<file path="config.mk">
export PLATFORM = sky130hd
export DESIGN_NAME = record_serializer
export DESIGN_NICKNAME = d
export VERILOG_FILES = /design/src/rtl/record_serializer.sv
export SDC_FILE = /design/constraint.sdc
export NUM_CORES = 1
export LEC_CHECK = 0
export CAP_MARGIN = 40
export CORE_MARGIN = 5
export CORE_UTILIZATION = 48
export CTS_BUF_LIST = sky130_fd_sc_hd__clkbuf_16
export DETAILED_ROUTE_END_ITERATION = 12
export PLACE_DENSITY_LB_ADDON = 0.2
export SYNTH_ARGS = -nofsm -noshare
export SYNTH_HDL_FRONTEND = slang
export SYNTH_SLANG_ARGS = --single-unit
</file>
<file path="constraint.sdc">
create_clock -name clk -period 2.56 [get_ports clk]
set_clock_uncertainty 0.15 [all_clocks]
set_input_delay 0.512 -clock clk [delete_from_list [all_inputs] [get_ports clk]]
set_output_delay 0.512 -clock clk [all_outputs]
set_load 0.02 [all_outputs]
</file>
<file path="src/rtl/record_serializer.sv">
// Serializes one REC_W-bit record per handshake into OUT_W-bit words, MSB first,
// with last/keep qualifiers; also keeps a saturating count of packetLost pulses.
module record_serializer #(
  parameter int REC_W = 296,
  parameter int OUT_W = 32,
  parameter int CNT_W = 16
) (
  input  logic               clk,
  input  logic               reset_b,
  input  logic [0:REC_W-1]   rec_in,
  input  logic               rec_in_val,
  output logic               rec_in_ready,
  input  logic               packetLost,
  output logic [OUT_W-1:0]   word_out,
  output logic               word_out_val,
  input  logic               word_out_ready,
  output logic               word_out_last,
  output logic [OUT_W/8-1:0] word_out_keep,
  output logic [CNT_W-1:0]   lost_count,
  output logic               busy
);
  localparam int BEATS      = (REC_W + OUT_W - 1) / OUT_W;
  localparam int PAD_W      = BEATS * OUT_W;
  localparam int KEEP_W     = OUT_W / 8;
  localparam int TAIL_BYTES = ((REC_W % OUT_W) == 0) ? KEEP_W : (REC_W % OUT_W) / 8;
  localparam int BEAT_W     = (BEATS > 1) ? $clog2(BEATS) : 1;
  localparam logic [BEAT_W-1:0] LAST_BEAT = BEAT_W'(BEATS - 1);
  localparam logic [KEEP_W-1:0] FULL_KEEP = '1;
  localparam logic [KEEP_W-1:0] LAST_KEEP = ~(FULL_KEEP >> TAIL_BYTES);

  typedef enum logic {IDLE, SEND} state_t;

  state_t            state, stateNext;
  logic [BEAT_W-1:0] beat, beatNext;
  logic [PAD_W-1:0]  hold, holdNext, recAligned;
  logic              isLast, recTaken, wordTaken;

  // Record bit 0 sits at the top of the padded hold register; the current
  // word is always the top OUT_W bits, so each beat just shifts left.
  always_comb begin
    recAligned = '0;
    recAligned[PAD_W-1 -: REC_W] = rec_in;
  end

  assign isLast       = (state == SEND) && (beat == LAST_BEAT);
  assign rec_in_ready = (state == IDLE) || (isLast && word_out_ready);

  always_comb begin
    stateNext = state;
    beatNext  = beat;
    holdNext  = hold;
    recTaken  = rec_in_val && rec_in_ready;
    wordTaken = (state == SEND) && word_out_ready;
    if (recTaken) begin
      stateNext = SEND;
      beatNext  = '0;
      holdNext  = recAligned;
    end else if (wordTaken) begin
      if (isLast) begin
        stateNext = IDLE;
        beatNext  = '0;
      end else begin
        beatNext = beat + 1'b1;
        holdNext = hold << OUT_W;
      end
    end
  end

  always_ff @(posedge clk or negedge reset_b) begin
    if (!reset_b) begin
      state <= IDLE;
      beat  <= '0;
      hold  <= '0;
    end else begin
      state <= stateNext;
      beat  <= beatNext;
      hold  <= holdNext;
    end
  end

  assign word_out_val  = (state == SEND);
  assign busy          = (state == SEND);
  assign word_out      = (state == SEND) ? hold[PAD_W-1 -: OUT_W] : '0;
  assign word_out_last = isLast;
  assign word_out_keep = isLast ? LAST_KEEP : ((state == SEND) ? FULL_KEEP : '0);

  always_ff @(posedge clk or negedge reset_b) begin
    if (!reset_b) begin
      lost_count <= '0;
    end else if (packetLost && (lost_count != '1)) begin
      lost_count <= lost_count + 1'b1;
    end
  end
endmodule

</file>
; ---- Word-level counts from Yosys, hierarchy flattened
; Index checks and enable logic that the tools add are counted.
; Widths: inputs -> output; s select.
[totals]
regBits = 341
in_bits = 301
output_inout_bits = 56
word_cells = 32
[op_classes]
n_addsub = 2
n_eq_ne = 3
n_mux = 12
bitwise_logic = 1
reduce_logical = 10
[op_table]
columns = operator, count
row1 = $mux 320, 3
row2 = $mux 32, 1
row3 = $mux 4, 5
row4 = $add 16x1->16 const B, 1
row5 = $ne 16x16->1 const B, 1
row6 = $logic_and 1x1->1, 5
row7 = $add 4x1->4 const B, 1
row8 = $eq 4x4->1 const B, 1
row9 = $reduce_and 2->1, 2
row10 = $reduce_bool 2->1, 2
row11 = $mux 1, 3
row12 = $ne 2x1->1 const B, 1
row13 = $logic_or 1x1->1, 1
row14 = $not 1->1, 1

; ---- Longest topological paths before layout
[logic_depth]
ltp_word = 7
depth_mapped = 9
ltp_nobuf = 6

; ---- Worst setup path before layout
; OpenSTA, ideal clock, no wires.
[synth_path]
path_kind = register -> output
start = register beat[0]
end = output word_out_keep[1]
arrival_ns = 1.529
required_ns = 1.898
slack_ns = 0.369
path_stages_with_launch = 7
path_buffers = 3
cell_sequence = dfrtp_1 ha_1 nand3b_1 buf_2 buf_2 and2_1 buf_4
[synth_between]
elab_chain_cells = 3
[synth_rtl]
columns = element, line
row1 = from (decl), 34  ; logic [BEAT_W-1:0] beat, beatNext;
row2 = from (signal assigned), 76  ; beat <= beatNext;
row3 = $eq 4x4->1, 45  ; assign isLast = (state == SEND) && (beat == LAST_BEAT);
row4 = $logic_and 1x1->1, 45
row5 = $mux 4, 85  ; assign word_out_keep = isLast ? LAST_KEEP : ((state == SEND) ? FULL_KEEP : '0);
row6 = to (decl), 18  ; output logic [OUT_W/8-1:0] word_out_keep,
; Every way passes these cells.

; ---- Worst setup path in the final report
[layout_path]
start = register state (netlist: busy)
end = output word_out[2]
[layout_between]
elab_chain_cells = 1
[layout_rtl]
columns = element, line
row1 = from (decl), 33  ; state_t state, stateNext;
row2 = from (signal assigned), 75  ; state <= stateNext;
row3 = $mux 32, 83  ; assign word_out = (state == SEND) ? hold[PAD_W-1 -: OUT_W] : '0;
row4 = to (decl), 14  ; output logic [OUT_W-1:0] word_out,
; Every way passes these cells.

==> impl_metrics.xml <==
<?xml version="1.0" encoding="UTF-8"?>
<metrics>
  <group name="route">
    <metric name="wirelength" unit="um">51200</metric>
    <metric name="remaining_drc_errors" unit="">0</metric>
    <metric name="wl_per_cell" unit="um">19.81</metric>
    <metric name="drt_iter0_drc" unit="">1003</metric>
    <metric name="viasPerCell" unit="">5.805</metric>
    <metric name="routed-via-count" unit="">15000</metric>
    <metric name="drtAntennaViolNets" unit="">0</metric>
    <metric name="drtPass1Iterations" unit="">5</metric>
  </group>
  <group name="worst_setup_path">
    <metric name="setup.worst_path.end_class" unit="">output pin</metric>
    <metric name="setup.worst_path.start_class" unit="">register</metric>
    <metric name="cpPeakStageDelay" unit="ns">0.59</metric>
    <metric name="series_of_cell_instances_along_the_critical_path" unit="">buf_12 -&gt; and2_1 -&gt; clkdlybuf4s50_1</metric>
    <metric name="worstPathMaxFanout" unit="">32</metric>
    <metric name="crit_family" unit="">buffers and inverters</metric>
    <metric name="setup.worst_path.class" unit="">register to output pin</metric>
    <metric name="cp_num_buf_inv" unit="">2</metric>
    <metric name="worst_ep_arrival_time" unit="ns">1.84</metric>
    <metric name="critPathRequiredTime" unit="ns">1.90</metric>
    <metric name="slowest_stage" unit="">clkdlybuf4s50_1</metric>
  </group>
  <group name="grt">
    <metric name="via_count_of_the_first_global_routing_pass" unit="">14930</metric>
    <metric name="overflow" unit="">0</metric>
    <metric name="grt_max_degree" unit="">71</metric>
    <metric name="antenna_found_initial" unit="">11</metric>
    <metric name="grt_usage" unit="%">26.46</metric>
    <metric name="grt_pass1_wl" unit="um">82400</metric>
  </group>
  <group name="synth">
    <metric name="proportion_of_netlist_area_held_by_the_largest_area_contributor" unit="%">48.65</metric>
    <metric name="synth.most_common_cell" unit="">dfrtp_1</metric>
    <metric name="synth-seq-cells" unit="">317</metric>
    <metric name="mappedNetlistNets" unit="">2090</metric>
    <metric name="synthDominantAreaCellType" unit="">dfrtp_1</metric>
    <metric name="ys.flop_type" unit="">dfrtp_1</metric>
    <metric name="syn_inst" unit="">1786</metric>
    <metric name="synth_area_leaders" unit="">dfrtp_1 49%, o211ai_1 12%, o21a_1 12%, nand3_1 9.3%, nand2_1 6.3%</metric>
    <metric name="synth_async_sr_flop_share" unit="%">100.0</metric>
    <metric name="syn_avg_cell_area" unit="um^2">9.130</metric>
    <metric name="synth_edf_count" unit="">0</metric>
    <metric name="synth.cells.most_frequent" unit="">317 x dfrtp_1, 302 x nand3_1, 275 x nand2_1, 264 x o211ai_1, 264 x o21a_1</metric>
    <metric name="synth.yosys.seq_area_share" unit="%">48.65</metric>
    <metric name="yosys_warnings" unit="">0</metric>
    <metric name="post_synth_num_cell_types" unit="">36</metric>
    <metric name="post_synth_instance_area" unit="mm^2">0.01631</metric>
  </group>
  <group name="placement">
    <metric name="detailedPlacementHpwl" unit="um">36170</metric>
    <metric name="place_congestion" unit="">0.8471</metric>
    <metric name="port_buffers" unit="">356</metric>
    <metric name="post_dp_cell_area" unit="mm^2">0.02114</metric>
  </group>
  <group name="timing">
    <metric name="worstMarginPinSlew" unit="ns">0.5344</metric>
    <metric name="layout_worst_path_cycle_share" unit="%">97.67</metric>
    <metric name="maxSlewViolCount" unit="">0</metric>
    <metric name="setup-violations-final" unit="">0</metric>
    <metric name="finalCriticalPeriod" unit="ns">2.500</metric>
    <metric name="hold_violations" unit="">0</metric>
    <metric name="hold_slack" unit="ns">0.3502</metric>
    <metric name="timing.slew.headroom" unit="%">64.37</metric>
    <metric name="fmax" unit="MHz">399.9</metric>
  </group>
  <group name="clocking">
    <metric name="h-tree-depth" unit="">2</metric>
    <metric name="clk_pin_slew" unit="ns">0.06</metric>
    <metric name="cts_root_buffer" unit="">clkbuf_16</metric>
    <metric name="insertion_delay" unit="ns">0.50</metric>
    <metric name="cts.sinks" unit="">317</metric>
    <metric name="cts_tree" unit="">yes</metric>
    <metric name="cts.path.max_buffers" unit="">3</metric>
    <metric name="tritoncts.num_buffers" unit="">37</metric>
  </group>
  <group name="floorplanning">
    <metric name="floorplan.initialDensity" unit="%">48.63</metric>
    <metric name="die_y" unit="um">194.3</metric>
    <metric name="io_pins" unit="">357</metric>
    <metric name="num_rows" unit="">67</metric>
    <metric name="fp.coreArea" unit="mm^2">0.03353</metric>
    <metric name="die-width" unit="um">194.3</metric>
    <metric name="dieArea" unit="mm^2">0.03776</metric>
  </group>
  <group name="final_layout">
    <metric name="final_layout_size_suffix_gt1_share" unit="%">8.455</metric>
    <metric name="area_growth" unit="%">36.73</metric>
    <metric name="layout.nets" unit="">2413</metric>
    <metric name="postLayoutCellArea" unit="mm^2">0.02229</metric>
    <metric name="num-fill-cells" unit="">2663</metric>
    <metric name="final_util" unit="%">66.49</metric>
  </group>
  <group name="run">
    <metric name="drv_cap" unit="">0</metric>
  </group>
  <group name="power">
    <metric name="power.leakage" unit="nW">9.719</metric>
    <metric name="totalPowerFinal" unit="mW">19.72</metric>
    <metric name="ir_worst_vdd" unit="mV">0.6059</metric>
    <metric name="pwr_density_cell" unit="mW/mm^2">884.4</metric>
  </group>
  <group name="run_status">
    <metric name="result_of_the_run" unit="">finished, final reports clean</metric>
  </group>
  <group name="min_path">
    <metric name="hold_class" unit="">register to register</metric>
  </group>
</metrics>
==> where the power goes <==
part | leakage [nW] | internal, mW | switching [mW]
logic | 4.97 | 3.85 | 3.61
clock network | 0.531 | 2.59 | 1.97
registers | 4.22 | 6.68 | 1.01
total | 9.72 | 13.1 | 6.59
==> routing by layer <==
layer | up-vias | global-route usage, % | share of wire (%)
met5 | - | 0 | 0.14
met4 | 12 | 7.135 | 2.2
met3 | 75 | 4.848 | 6.9
met2 | 540 | 42.16 | 48
met1 | 7285 | 37.61 | 43
li1 | 7087 | - | -
==> worst min-delay path: stages (launching register included) <==
cell     delay (ns)
dfrtp_1        0.34
nand3_1        0.06
o21ai_0        0.06
==> cells by family (layout without fill, tap and decap cells) <==
logic type      count (synthesis)  count (layout)  share of synthesized area [%]
compound gates                573             573                          25.80
xor+xnor                       13              13                         0.6983
fa+ha+maj                       3               3                         0.2302
buf+inv                       231             574                          6.001
flops                         317             317                          48.65
mux                             2               2                         0.1381
other cells                     0               7                              0
simple gates                  647             647                          18.49
==> registers in the layout, indices dropped and copies added, names as in the netlist <==
name	count
busy	1
lost_count	16
hold	296
beat	4
==> layout make-up <==
class | instances | area [um^2] | area share, %
sequential | 317 | 7934 | 35.59
multi-input combinational | 1238 | 7421 | 33.29
timing repair buffer | 478 | 5206 | 23.35
clock buffer | 37 | 925.9 | 4.153
tap | 448 | 560.5 | 2.514
inverter | 37 | 138.9 | 0.6230
clock inverter | 22 | 90.09 | 0.4041
antenna | 7 | 17.52 | 0.07857
==> worst paths after layout <==
kind | slack, ns | cells after the start | startpoint | endpoint
setup / recovery | 0.06 | 3 | busy | word_out[2]
hold / removal | 0.35 | 2 | hold[45] | hold[45]
setup reg to reg | 0.18 | 10 | beat[1] | hold[179]
hold reg to reg | 0.35 | 2 | hold[45] | hold[45]
max in group asynchronous | 1.03 | 3 | reset_b | hold[201]
min in group asynchronous | 0.41 | 2 | reset_b | hold[308]
==> repair_timing <==
item	4_1_cts	5_1_grt
cloned	0	1
hold buffers	1	0
hold endpoints to repair	48	0
pin swaps	0	1
setup endpoints to repair	37	93
resized for setup	12	34
buffers inserted	1	0
==> per-stage QoR <==
| step | instances | setup slack, ns | setup TNS, ns |
|---|---|---|---|
| final | 2584 | 0.05960 | 0 |
| after global routing | 2582 | -0.0004277 | -0.0004277 |
| after CTS | 2576 | 0.009855 | 0 |
| after detailed placement | 2515 | -0.03939 | -0.03939 |
| after global placement | 2515 | -0.04316 | -0.04316 |
| after floorplan | 1786 | 0.3691 | 0 |
==> layout by cell type (no fill, tap or decap), drive strengths merged, types with 4 or more instances in the layout <==
master | Yosys | final
o21a | 264 | 264
o21ai | 37 | 37
nand3 | 302 | 302
a21oi | 4 | 4
nor2 | 6 | 6
clkdlybuf4s50 | 0 | 320
nor3 | 8 | 8
dfrtp | 317 | 317
buf | 90 | 121
nand2 | 275 | 275
inv | 37 | 44
dlymetal6s2s | 0 | 28
nand4 | 6 | 6
o211ai | 264 | 264
clkbuf | 104 | 39
nor4 | 6 | 6
clkinv | 0 | 15
xor2 | 10 | 10
diode | 0 | 7
and2 | 35 | 35
Note: power is estimated with default switching activity, not from simulation.
